## src/rtl/fft_ctrl_pkg.sv

```systemverilog
// Shared types, constants and helpers for the FFT frame sequencer / peak picker.
package fft_ctrl_pkg;

  localparam int BIT_WIDTH = 16;
  localparam int MAG_W     = BIT_WIDTH + 1;

  localparam logic signed [BIT_WIDTH-1:0] MOST_NEG = {1'b1, {(BIT_WIDTH-1){1'b0}}};

  typedef enum logic [2:0] {
    ST_IDLE   = 3'd0,
    ST_LOAD   = 3'd1,
    ST_START  = 3'd2,
    ST_WAIT   = 3'd3,
    ST_SCAN   = 3'd4,
    ST_REPORT = 3'd5
  } fft_ctrl_state_t;

  // Absolute value of a signed component, widened by one bit. The most
  // negative code has no positive twin, so it saturates to the largest
  // positive one instead of wrapping.
  function automatic logic [MAG_W-1:0] sat_abs(input logic signed [BIT_WIDTH-1:0] v);
    logic [MAG_W-1:0] r;
    if (v == MOST_NEG) begin
      r = {2'b00, {(BIT_WIDTH-1){1'b1}}};
    end else if (v[BIT_WIDTH-1]) begin
      r = {1'b0, -v};
    end else begin
      r = {1'b0, v};
    end
    return r;
  endfunction

endpackage

```

## src/rtl/fft_peak_tracker.sv

```systemverilog
// Running argmax over |re|+|im| of the FFT bins presented one per cycle.
// Ties keep the earlier (lower) bin because only a strictly larger
// magnitude replaces the stored peak.
module fft_peak_tracker
  import fft_ctrl_pkg::*;
#(
  parameter int bit_width = BIT_WIDTH,
  parameter int M         = 9
) (
  input  logic                   clk,
  input  logic                   reset,
  input  logic                   clear,
  input  logic                   valid,
  input  logic [M-1:0]           bin,
  input  logic [2*bit_width-1:0] wd,
  output logic [M-1:0]           peak_bin,
  output logic [bit_width:0]     peak_mag
);

  logic signed [bit_width-1:0] re;
  logic signed [bit_width-1:0] im;
  logic [bit_width:0]          mag;

  assign re  = wd[2*bit_width-1:bit_width];
  assign im  = wd[bit_width-1:0];
  // Both terms are at most 2^(bit_width-1)-1, so the sum cannot overflow.
  assign mag = sat_abs(re) + sat_abs(im);

  // Clear at the start of a scan, then keep the first strictly-largest bin.
  always_ff @(posedge clk or negedge reset) begin
    if (!reset) begin
      peak_bin <= '0;
      peak_mag <= '0;
    end else if (clear) begin
      peak_bin <= '0;
      peak_mag <= '0;
    end else if (valid && (mag > peak_mag)) begin
      peak_bin <= bin;
      peak_mag <= mag;
    end
  end

endmodule

```

## src/rtl/fft_frame_ctrl.sv

```systemverilog
// Frame sequencer and peak picker in front of fft_top: loads N real samples,
// starts the transform, waits for done, scans bins 1..N/2-1 for the largest
// |re|+|im| and reports it, repeating while enable is high.
// Optional build macro FFT_CTRL_TIMEOUT_EN adds a bounded wait for fft_done
// with a sticky timeout_err flag; without it the wait is unbounded.
//
// Sample handshake: a sample transfers in a cycle where s_valid && s_ready.
// s_ready is high exactly while in LOAD and does not depend on s_valid;
// s_valid is ignored in every other state.
module fft_frame_ctrl
  import fft_ctrl_pkg::*;
#(
  parameter int bit_width = BIT_WIDTH,
  parameter int M         = 9,
  parameter int N         = 512,
  parameter int TIMEOUT   = 65535
) (
  input  logic                   clk,
  input  logic                   reset,
  input  logic                   enable,
  input  logic                   s_valid,
  output logic                   s_ready,
  input  logic [bit_width-1:0]   s_data,
  output logic                   fft_load,
  output logic [M-1:0]           fft_adr,
  output logic [2*bit_width-1:0] fft_rd,
  output logic                   fft_start,
  input  logic                   fft_done,
  input  logic [2*bit_width-1:0] fft_wd,
  output logic                   peak_valid,
  output logic [M-1:0]           peak_bin,
  output logic [bit_width:0]     peak_mag,
  output logic                   busy,
  output logic                   timeout_err,
  output fft_ctrl_state_t        dbg_state
);

  localparam logic [M-1:0] LAST_SAMPLE = M'(N - 1);
  // Scan address that marks "all bins issued"; it is never put on fft_adr.
  localparam logic [M-1:0] SCAN_END    = M'(N / 2);

  fft_ctrl_state_t    state;
  logic [M-1:0]       load_cnt;
  logic [M-1:0]       scan_adr;
  logic               scan_issue;
  logic               cmp_valid;
  logic [M-1:0]       cmp_bin;
  logic               peak_clear;
  logic [M-1:0]       trk_bin;
  logic [bit_width:0] trk_mag;
  logic [M-1:0]       held_bin;
  logic [bit_width:0] held_mag;

`ifdef FFT_CTRL_TIMEOUT_EN
  logic [31:0]        wait_cnt;
`endif

  assign dbg_state  = state;
  assign scan_issue = (state == ST_SCAN) && (scan_adr != SCAN_END);
  assign peak_clear = (state == ST_WAIT) && fft_done;

  // Sample write path is combinational so the RAM sees the sample in the
  // same cycle as the handshake.
  assign fft_load = (state == ST_LOAD) && s_valid && s_ready;
  assign fft_rd   = fft_load ? {s_data, {bit_width{1'b0}}} : '0;

  // Shared address bus: load address while loading, bin address while scanning.
  always_comb begin
    fft_adr = '0;
    if (state == ST_LOAD) begin
      fft_adr = load_cnt;
    end else if (scan_issue) begin
      fft_adr = scan_adr;
    end
  end

  // Frame sequencing FSM with its registered outputs and counters.
  always_ff @(posedge clk or negedge reset) begin
    if (!reset) begin
      state      <= ST_IDLE;
      s_ready    <= 1'b0;
      fft_start  <= 1'b0;
      peak_valid <= 1'b0;
      busy       <= 1'b0;
      load_cnt   <= '0;
      scan_adr   <= '0;
`ifdef FFT_CTRL_TIMEOUT_EN
      wait_cnt    <= '0;
      timeout_err <= 1'b0;
`endif
    end else begin
      fft_start  <= 1'b0;
      peak_valid <= 1'b0;
      case (state)
        ST_IDLE: begin
          if (enable) begin
            state    <= ST_LOAD;
            s_ready  <= 1'b1;
            busy     <= 1'b1;
            load_cnt <= '0;
          end
        end
        ST_LOAD: begin
          if (s_valid && s_ready) begin
            load_cnt <= load_cnt + M'(1);
            if (load_cnt == LAST_SAMPLE) begin
              state     <= ST_START;
              s_ready   <= 1'b0;
              fft_start <= 1'b1;
            end
          end
        end
        ST_START: begin
          // fft_done seen here belongs to no transform we started; ignore it.
          state <= ST_WAIT;
`ifdef FFT_CTRL_TIMEOUT_EN
          wait_cnt <= '0;
`endif
        end
        ST_WAIT: begin
          if (fft_done) begin
            state    <= ST_SCAN;
            scan_adr <= M'(1);
          end
`ifdef FFT_CTRL_TIMEOUT_EN
          else if (wait_cnt == 32'(TIMEOUT - 1)) begin
            // Abandon this frame and reload; no result is reported for it.
            state       <= ST_LOAD;
            s_ready     <= 1'b1;
            load_cnt    <= '0;
            timeout_err <= 1'b1;
          end else begin
            wait_cnt <= wait_cnt + 32'd1;
          end
`endif
        end
        ST_SCAN: begin
          // The cycle with scan_adr == SCAN_END only waits for the last read.
          if (scan_adr == SCAN_END) begin
            state      <= ST_REPORT;
            peak_valid <= 1'b1;
          end else begin
            scan_adr <= scan_adr + M'(1);
          end
        end
        ST_REPORT: begin
          if (enable) begin
            state    <= ST_LOAD;
            s_ready  <= 1'b1;
            load_cnt <= '0;
          end else begin
            state <= ST_IDLE;
            busy  <= 1'b0;
          end
        end
        default: begin
          state   <= ST_IDLE;
          s_ready <= 1'b0;
          busy    <= 1'b0;
        end
      endcase
    end
  end

`ifndef FFT_CTRL_TIMEOUT_EN
  // Without the bounded wait the flag can never set; TIMEOUT has no effect.
  assign timeout_err = 1'b0 && (TIMEOUT != 0);
`endif

  // Read data returns one cycle after its address; delay the bin tag to match.
  always_ff @(posedge clk or negedge reset) begin
    if (!reset) begin
      cmp_valid <= 1'b0;
      cmp_bin   <= '0;
    end else begin
      cmp_valid <= scan_issue;
      cmp_bin   <= scan_adr;
    end
  end

  fft_peak_tracker #(
    .bit_width (bit_width),
    .M         (M)
  ) u_peak (
    .clk      (clk),
    .reset    (reset),
    .clear    (peak_clear),
    .valid    (cmp_valid),
    .bin      (cmp_bin),
    .wd       (fft_wd),
    .peak_bin (trk_bin),
    .peak_mag (trk_mag)
  );

  // Keep the last reported result stable while the next frame is scanned.
  always_ff @(posedge clk or negedge reset) begin
    if (!reset) begin
      held_bin <= '0;
      held_mag <= '0;
    end else if (state == ST_REPORT) begin
      held_bin <= trk_bin;
      held_mag <= trk_mag;
    end
  end

  assign peak_bin = (state == ST_REPORT) ? trk_bin : held_bin;
  assign peak_mag = (state == ST_REPORT) ? trk_mag : held_mag;

endmodule

```

## config.mk

```make
export PLATFORM = sky130hd
export DESIGN_NAME = fft_frame_ctrl
export DESIGN_NICKNAME = d
export VERILOG_FILES = /design/src/rtl/fft_ctrl_pkg.sv /design/src/rtl/fft_peak_tracker.sv /design/src/rtl/fft_frame_ctrl.sv
export SDC_FILE = /design/constraint.sdc
export NUM_CORES = 1
export LEC_CHECK = 0
export BUFFER_PORTS_ARGS = -buffer_cell sky130_fd_sc_hd__buf_4
export CORE_MARGIN = 2
export CORE_UTILIZATION = 46
export CTS_CLUSTER_DIAMETER = 30
export DETAILED_ROUTE_END_ITERATION = 8
export PLACE_DENSITY = 0.82
export SLEW_MARGIN = 20
export SYNTH_ARGS = -nofsm -noshare
export SYNTH_HDL_FRONTEND = slang
export SYNTH_SLANG_ARGS = --single-unit
```

## constraint.sdc

```tcl
create_clock -name clk -period 2.4 [get_ports clk]
set_input_delay 0.24 -clock clk [delete_from_list [all_inputs] [get_ports clk]]
set_output_delay 0.24 -clock clk [all_outputs]
set_load 0.05 [all_outputs]
```

* Yosys cells after proc, flatten, opt, wreduce, memory -nomap -nowiden
Cells that the tools add are included.
** Word-level totals
- Register bits after elaboration :: 87
- Input bits :: 53
- Output and inout port bits :: 76
- Logic and storage cells :: 94
** Operators by class
- $add $sub $neg :: 5
- $lt $le $gt $ge :: 1
- Equality and inequality tests :: 18
- Muxes and demuxes :: 37
- Bitwise logic cells :: 2
- Reduce and logical (&&, ||, !) cells :: 18
** Operators by type and width (count)
- two-way mux 9 bit :: 9
- two-way mux 17 bit :: 4
- two-way mux 16 bit :: 3
- one-hot mux 9 bit (2 select lines) :: 2
- == test 16 bit, second input constant :: 2
- two-way mux 32 bit :: 1
- negator 16 bit :: 2
- adder 9 x 1 -> 9 bit, second input constant :: 2
- == test 9 bit, second input constant :: 2
- one-hot mux 3 bit (6 select lines) :: 1
- adder 16 x 17 -> 17 bit :: 1
- > comparator 17 bit :: 1
- two-way mux 3 bit :: 5
- two-way mux 1 bit :: 10
- inequality test 9 bit, second input constant :: 1
- AND reduction 3 bit :: 3
- inequality test 2 x 1 -> 1 bit, second input constant :: 4
- inequality test 2 bit, second input constant :: 4
- == test 3 x 2 -> 1 bit, second input constant :: 2
- == test 3 bit, second input constant :: 2
- logical AND 1 bit :: 6
- one-hot mux 1 bit (3 select lines) :: 2
- nonzero test 2 bit :: 3
- AND reduction 5 bit :: 1
- 7 further kinds :: 8

* Depth between registers and ports, before layout
Gate-level depths: netlist of run 1.
- Depth in word-level cells :: 8
- Gate-level depth with buffers :: 24
- Depth with buffers taken out :: 21

* Hierarchy
Synthesis of run 1 repeated with hierarchy kept, for this count alone.
** Unflattened totals
- Cells, all modules :: 611
- Area, all modules :: 5816.8 sq um
** Modules (own cells, without submodules)
- fft_frame_ctrl :: times used 1, cells each 269, area each 2982.9 sq um, sequential area each 1526.5 sq um
- fft_peak_tracker :: times used 1, cells each 342, area each 2834.0 sq um, sequential area each 650.6 sq um

* Worst setup path after synthesis of run 1
OpenSTA, ideal clock, no wires.
- Path kind :: input -> register
- From :: input fft_wd[0]
- To :: register u_peak.peak_bin[5]
- Setup time :: 0.121 ns
- Arrival :: 4.805 ns
- Data required time :: 2.279 ns
- Slack :: -2.526 ns
- Stages :: 22
- Path buffers :: 4
- Cells stage by stage :: inv_1 ha_1 or3b_2 nor4_2 and2_1 nand2_1 clkbuf_1 nand2_1 ha_1 clkbuf_1 a211o_1 o221ai_1 nand3b_1 a311o_1 ha_1 and4_1 nand4_1 or4_4 and4b_1 buf_6 buf_6 a22o_1
** Between the ends
- Cells in the longest elaborated chain, start to end :: 7
- Elaborated cells on any way between the ends :: 8
- Classes of those cells :: 2 x add/sub; 1 x order compare; 1 x eq/ne; 2 x mux; 2 x reduce/logical
** RTL lines
- start: declaration :: line fft_frame_ctrl.sv:29 : input logic [2*bit_width-1:0] fft_wd,
- negator 16 bit :: line fft_ctrl_pkg.sv:26 : r = {1'b0, -v};
- two-way mux 16 bit :: line fft_ctrl_pkg.sv:25 : end else if (v[BIT_WIDTH-1]) begin
- two-way mux 17 bit * :: line fft_ctrl_pkg.sv:23 : if (v == MOST_NEG) begin
- adder 16 x 17 -> 17 bit * :: line fft_peak_tracker.sv:27 : assign mag = sat_abs(re) + sat_abs(im);
- > comparator 17 bit * :: line fft_peak_tracker.sv:37 : end else if (valid && (mag > peak_mag)) begin
- logical AND 1 bit * :: line fft_peak_tracker.sv:37
- nonzero test 2 bit (no source line) *
- end signal: assignment :: line fft_peak_tracker.sv:38 : peak_bin <= bin;
- end: declaration :: line fft_peak_tracker.sv:16 : output logic [M-1:0] peak_bin,
Mark *: on every way between the ends. The rest lies on a longest branch, timed or not.
A chain may end at the register's enable or synchronous reset.

* Worst setup path after layout of run 1
- From :: input fft_wd[1]
- To :: register u_peak.peak_mag[2]
** Between the ends
- Cells in the longest elaborated chain, start to end :: 7
- Elaborated cells on any way between the ends :: 10
- Classes of those cells :: 2 x add/sub; 1 x order compare; 1 x eq/ne; 4 x mux; 2 x reduce/logical
** RTL lines
- negator 16 bit :: line fft_ctrl_pkg.sv:26
- two-way mux 16 bit :: line fft_ctrl_pkg.sv:25
- two-way mux 17 bit * :: line fft_ctrl_pkg.sv:23
- adder 16 x 17 -> 17 bit * :: line fft_peak_tracker.sv:27
- > comparator 17 bit :: line fft_peak_tracker.sv:37
- logical AND 1 bit :: line fft_peak_tracker.sv:37
- nonzero test 2 bit (no source line)
- end signal: assignment :: line fft_peak_tracker.sv:39 : peak_mag <= mag;
- end: declaration :: line fft_peak_tracker.sv:17 : output logic [bit_width:0] peak_mag
Mark *: on every way between the ends. The rest lies on a longest branch, timed or not. The select of a mux whose other input is x is not followed.

==> results of run 1 <==
==> stage by stage <==
stage | hold WS [ns] | total power (uW)
floorplan | -0.0556 | 2620
global placement | 0.379 | 3240
detailed placement | 0.382 | 3310
CTS | 0.0344 | 4810
global route | 0.0687 | 5320
finish | -0.000143 | 5090
==> worst min-delay path by stage <==
| stage | endpoint | startpoint | cells after the start | slack [ns] |
|---|---|---|---|---|
| 2_1_floorplan | busy | reset | 0 | -0.06 |
| 4_1_cts | held_mag[6] | reset | 1 | 0.03 |
| 6_report | held_mag[6] | reset | 1 | -0.0001 |
| 3_5_place_dp | held_mag[6] | reset | 1 | 0.38 |
| 5_1_grt | held_mag[11] | reset | 1 | 0.07 |
| 3_3_place_gp | held_mag[9] | reset | 1 | 0.38 |
==> sequential cells by signal (all words and copies together) (netlist names), 3 cells and up <==
signal           count
held_mag            17
load_cnt             9
u_peak.peak_bin      9
scan_adr             9
held_bin             9
dbg_state            3
cmp_bin              9
u_peak.peak_mag     17
==> kinds of logic (layout without fill, tap and decap cells) <==
| group | count (synthesis) | in the layout | share of synthesized area |
|---|---|---|---|
| fa+ha+maj | 40 | 40 | 0.0896 |
| compound gates | 144 | 144 | 0.175 |
| flops | 87 | 87 | 0.384 |
| mux | 14 | 14 | 0.0276 |
| simple gates | 220 | 220 | 0.193 |
| other cells | 1 | 17 | 0.000662 |
| buf+inv | 72 | 294 | 0.0636 |
| xor+xnor | 43 | 43 | 0.0664 |
==> metal layers <==
metal  GRT usage  routed length [um]
met5           0                   0
met4      0.0426                 392
met3      0.0401                1050
met2       0.413                8510
met1       0.321                7040
==> where the power goes <==
part | switching, uW | internal [uW] | leakage [uW]
Sequential | 43.8 | 1500 | 0.00117
Clock | 597 | 841 | 0.000145
Combinational | 1150 | 959 | 0.00284
==> cells in the final DEF, fill, tap and decap left out, drive strengths merged, types with 4 or more instances in the layout <==
cell and n:
nand3b 4, dfrtp 87, nand4 9, inv 31, a22o 38, and2 21, clkbuf 11, nor4 5
xnor2 9, xor2 34, nor2b 6, nand2 91, ha 39, a21o 5, mux2 13, conb 17
buf 247, o31ai 10, o21ai 39, nor3 11, nor2 36, nand3 13, a21oi 27
==> worst max-delay path: stages <==
cell	delay, ns
buf_12	0.11
inv_12	0.04
ha_4	0.11
or3b_4	0.39
nor4_4	0.41
and2_4	0.24
nand2_4	0.07
nand2_1	0.09
ha_2	0.19
fa_2	0.24
a21oi_4	0.08
o2bb2ai_4	0.20
nor2_1	0.10
o31ai_2	0.23
xor2_1	0.27
ha_1	0.31
a21o_1	0.19
a221o_1	0.34
a221oi_2	0.26
o21ai_1	0.13
buf_4	0.16
a31oi_4	0.17
buf_6	0.15
buf_12	0.11
a22o_1	0.15
==> what timing repair did <==
action / 4_1_cts / 5_1_grt
buffers inserted: 7 / 13
pin swaps: 13 / 37
cloned: 3 / 1
resized for setup: 27 / 45
setup endpoints to repair: 27 / 38
==> layout make-up <==
| cell class | count | area (um2) |
|---|---|---|
| clock buffers | 10 | 239 |
| clock inverters | 6 | 67.6 |
| fillers | 830 | 3590 |
| inverters | 29 | 129 |
| multi-input cells | 478 | 3640 |
| flip-flops and latches | 87 | 2180 |
| well taps | 147 | 184 |
| repair buffers | 249 | 1980 |
==> results.cfg, run 1 <==
[clocking]
clkTransAtPathRegs_ns = 0.07
cts_hold_buf = 0
worst_skew_pair.late_latency_ns = 0.33
cts_root_buf = clkbuf_16
cts_buffers = 9
clk_path_buf_depth = 2
cts_tree = yes
cts.sinks = 87
htreeDepth = 3

[setup_path]
rr_startpoint = u_peak.peak_mag[10]
r2r_slack_ns = -0.14
startpoint_type = input port
crit_path_end_kind = flop
reg2regPathDepth = 11
endpoint = u_peak.peak_mag[2]
r2r_end = u_peak.peak_mag[2]
path_class = in2reg
critPathMaxFanout = 6
worstPathArrival_ns = 4.98
worstPathRequired_ns = 2.66
crit_start = fft_wd[1]

[synth]
synth-edff-count = 0
ys_seq_elements = 87
yosysMostFrequentCell = nand2_1
netlist_instances = 621
yosysWarnings = 0
synthArstFlopShare = 1.00
ys_types = 59
yosysSeqAreaShare = 0.384
netlist_area_um2 = 5670
syn_avg_cell_area_um2 = 9.13
ys_top_cells_by_area = dfrtp_1 38%, ha_1 8.6%, nand2_1 6.0%
synth_common_cells = 91 x nand2_1, 87 x dfrtp_1, 39 x ha_1
synth_area_leader_cell = dfrtp_1
synth_ff_type = dfrtp_1
synth_top_area_frac = 0.384

[sta]
setup_slack_ns = -2.32
clock.fmax_mhz = 212
timing.hold.ws_ns = -0.000143
fin_crit_ns = 4.72
finalHoldViolCount = 1
rsz0062_at_grt = yes
tns_ns = -59.80
tightest_slew_ns = 0.841
setup_viol = 26
timing.final.crit_share = 1.97
relSlewSlack = 0.439
fin_worst_skew_ns = 0.00808
slew_viol_final = 0

[route]
drt_wl_total_um = 17000
drc_errors = 0
first_pass_iters = 5
drtAntennaViolNets = 0
drt_iter0_drc = 349
vias = 5618
via_per_inst = 5.58
wl_per_cell_um = 16.9

[flow_run]
drv_cap = 0

[floorplanning]
io_pins = 129
start_util = 0.472
rows = 40
die_area_um2 = 13200
dieHeight_um = 115
core_um2 = 12000
dieWidth_um = 115

[outcome]
status = finished, violations left
violations = negative hold slack, negative setup slack

[grt]
grt.overflow.total = 0
grt_pass1_vias = 5346
grt_antenna_before_repair = 0
grtUsageTotal = 0.239
grt_first_pass_wirelength_um = 25500
grt_max_degree = 68

[hold_path]
min_path_type = in2async

[final_layout]
area_growth_pct = 48.5
antenna_cells = 0
layout.cells.non_filler = 1006
drive_gt1_frac = 0.440
final_util = 0.701
nets = 947
final_cell_area_um2 = 8420

[place]
dp_hpwl_um = 11700
post-place-ws_ns = -2.72
port_buffers = 111
numPlacedInstances = 966
placed_area_um2 = 7560
gp_congestion = 0.918

[pwr]
p_per_area_nw_per_um2 = 605
leakage_uw = 0.00416
ir_worst_vdd_uv = 456
No activity file was read; power rests on OpenSTA's default activity.
==> run 2, diff against run 1 <==
SETUP_SLACK_MARGIN = 0.2   (was unset)
==> run 2 against run 1 <==
- the flow finishes with violations (negative setup slack)
- utilization up 2.6 points
- combinational power up 6%
- flip-flop and latch count unchanged
- clock power about the same
- count of clock-buffer cells in the layout unchanged
- die area unchanged
- critical path type unchanged
- via count up 5.7%
- sequential power about the same
- maximum frequency down 0.62%
- clock skew about the same
==> results.cfg, run 2 (synthesis results as in run 1) <==
[clocking]
htreeDepth = 3
cts_tree = yes
cts.sinks = 87
cts_buffers = 9
clk_path_buf_depth = 2
clkTransAtPathRegs_ns = 0.07
worst_skew_pair.late_latency_ns = 0.35
cts_root_buf = clkbuf_16

[pwr]
p_per_area_nw_per_um2 = 600
leakage_uw = 0.00432
ir_worst_vdd_uv = 500
total_power_uw = 5240

[final_layout]
n_fill_cell = 768
layout_common_cells = 259 x buf_4, 84 x nand2_1, 81 x dfrtp_1, 38 x a22o_1, 34 x nor2_1
multi_input_area_um2 = 3610
antenna_cells = 0
nets = 982
reg_top3 = held_mag (17), u_peak.peak_mag (17)
layout_commonest_cell = buf_4
final_cell_area_um2 = 8730
drive_gt1_frac = 0.455
area_growth_pct = 54.1
seq_area_um2 = 2180
final_util = 0.727

[setup_path]
path_class = in2reg
critPathMaxFanout = 7
crit_path_top_delay_cell = or3b_4
slowest_delay_ns = 0.40
crit_path_frequent_cell = buf_4
worstPathRequired_ns = 2.68
worstPathArrival_ns = 5.04
startpoint_type = input port
crit_path_end_kind = flop

[floorplanning]
dieWidth_um = 115
dieHeight_um = 115
core_um2 = 12000
io_pins = 129
start_util = 0.472
die_area_um2 = 13200
rows = 40

[place]
gp_congestion = 0.907
port_buffers = 111
placed_area_um2 = 7740
dp_hpwl_um = 11900
post-place-ws_ns = -2.65

[sta]
clock.fmax_mhz = 210
slew_viol_final = 0
relSlewSlack = 0.552
fin_worst_skew_ns = 0.00809
finalHoldViolCount = 0
tightest_slew_ns = 0.672
fin_crit_ns = 4.75
setup_slack_ns = -2.35
rsz0062_at_grt = yes
timing.final.crit_share = 1.98
setup_viol = 26

[route]
drt_wl_total_um = 19200
wl_per_cell_um = 18.5
drt_iter0_drc = 458
drc_errors = 0
vias = 5940
first_pass_iters = 8
drtAntennaViolNets = 0
via_per_inst = 5.71

[grt]
grtUsageTotal = 0.263
grt_first_pass_wirelength_um = 27500
grt_antenna_before_repair = 0
grt_pass1_vias = 5678
grt_max_degree = 52
grt.overflow.total = 0

[outcome]
status = finished, violations left
violations = negative setup slack

[flow_run]
drv_cap = 0

[hold_path]
min_path_type = in2reg
==> run 2: repair_timing <==
item	in CTS	in global routing
hold buffers	1	0
buffers inserted	17	16
gates resized for setup	51	26
endpoints found under the hold margin	50	0
endpoints found under the setup margin	46	53
pin swaps	22	17
cloned	4	2
==> run 2: report_power, final <==
group	switching (uW)	internal, uW	leakage [uW]
clock network	619	839	0.000141
registers	51.4	1500	0.00117
logic	1200	1040	0.00301
total	1870	3370	0.00432
==> run 2: per-layer routing <==
| layer | up-vias | GRT usage | routed length, um | share of wire |
|---|---|---|---|---|
| li1 | 2711 | - | - | - |
| met1 | 2877 | 0.322 | 7390 | 0.38 |
| met2 | 275 | 0.464 | 9900 | 0.51 |
| met3 | 77 | 0.0490 | 1120 | 0.058 |
| met4 | 0 | 0.0956 | 818 | 0.043 |
| met5 | - | 0 | 0 | 0 |
==> run 2: worst paths after layout <==
path	start	end	slack (ns)	cells after the start
min reg2reg	held_mag[10]	held_mag[10]	0.47	2
max in group asynchronous	reset	dbg_state[2]	1.28	3
min	fft_done	dbg_state[1]	0.18	4
max reg2reg	u_peak.peak_mag[10]	u_peak.peak_mag[10]	-0.17	12
min in group asynchronous	reset	s_ready	0.47	2
max	fft_wd[1]	u_peak.peak_mag[10]	-2.35	27
==> run 2: worst max-delay path, delay by kind of cell <==
kind / cells / cell delay (ns)
xor gates and xnor gates: 1 / 0.26
AOI/OAI and AO/OA: 8 / 1.58
and+or+nand+nor: 7 / 1.21
adders and majority gates: 3 / 0.72
buffers and inverters: 8 / 0.99
==> run 2: area by class of cell <==
type	instances	share of cell area
inverters	29	0.0149
repair inverters	3	0.00229
well taps	147	0.0211
repair buffers	281	0.263
flip-flops and latches	87	0.250
clock buffers	10	0.0274
clock inverters	6	0.00802
multi-input cells	478	0.414
==> run 2: through the flow <==
stage / std cells / setup TNS (ns) / hold WS (ns)
6_report: 1041 / -59.59 / 0.177
4_1_cts: 1023 / -51.61 / 0.177
3_5_place_dp: 985 / -68.45 / 0.315
3_3_place_gp: 985 / -64.85 / 0.300
2_1_floorplan: 637 / -58.56 / -0.0556
5_1_grt: 1041 / -65.35 / 0.211
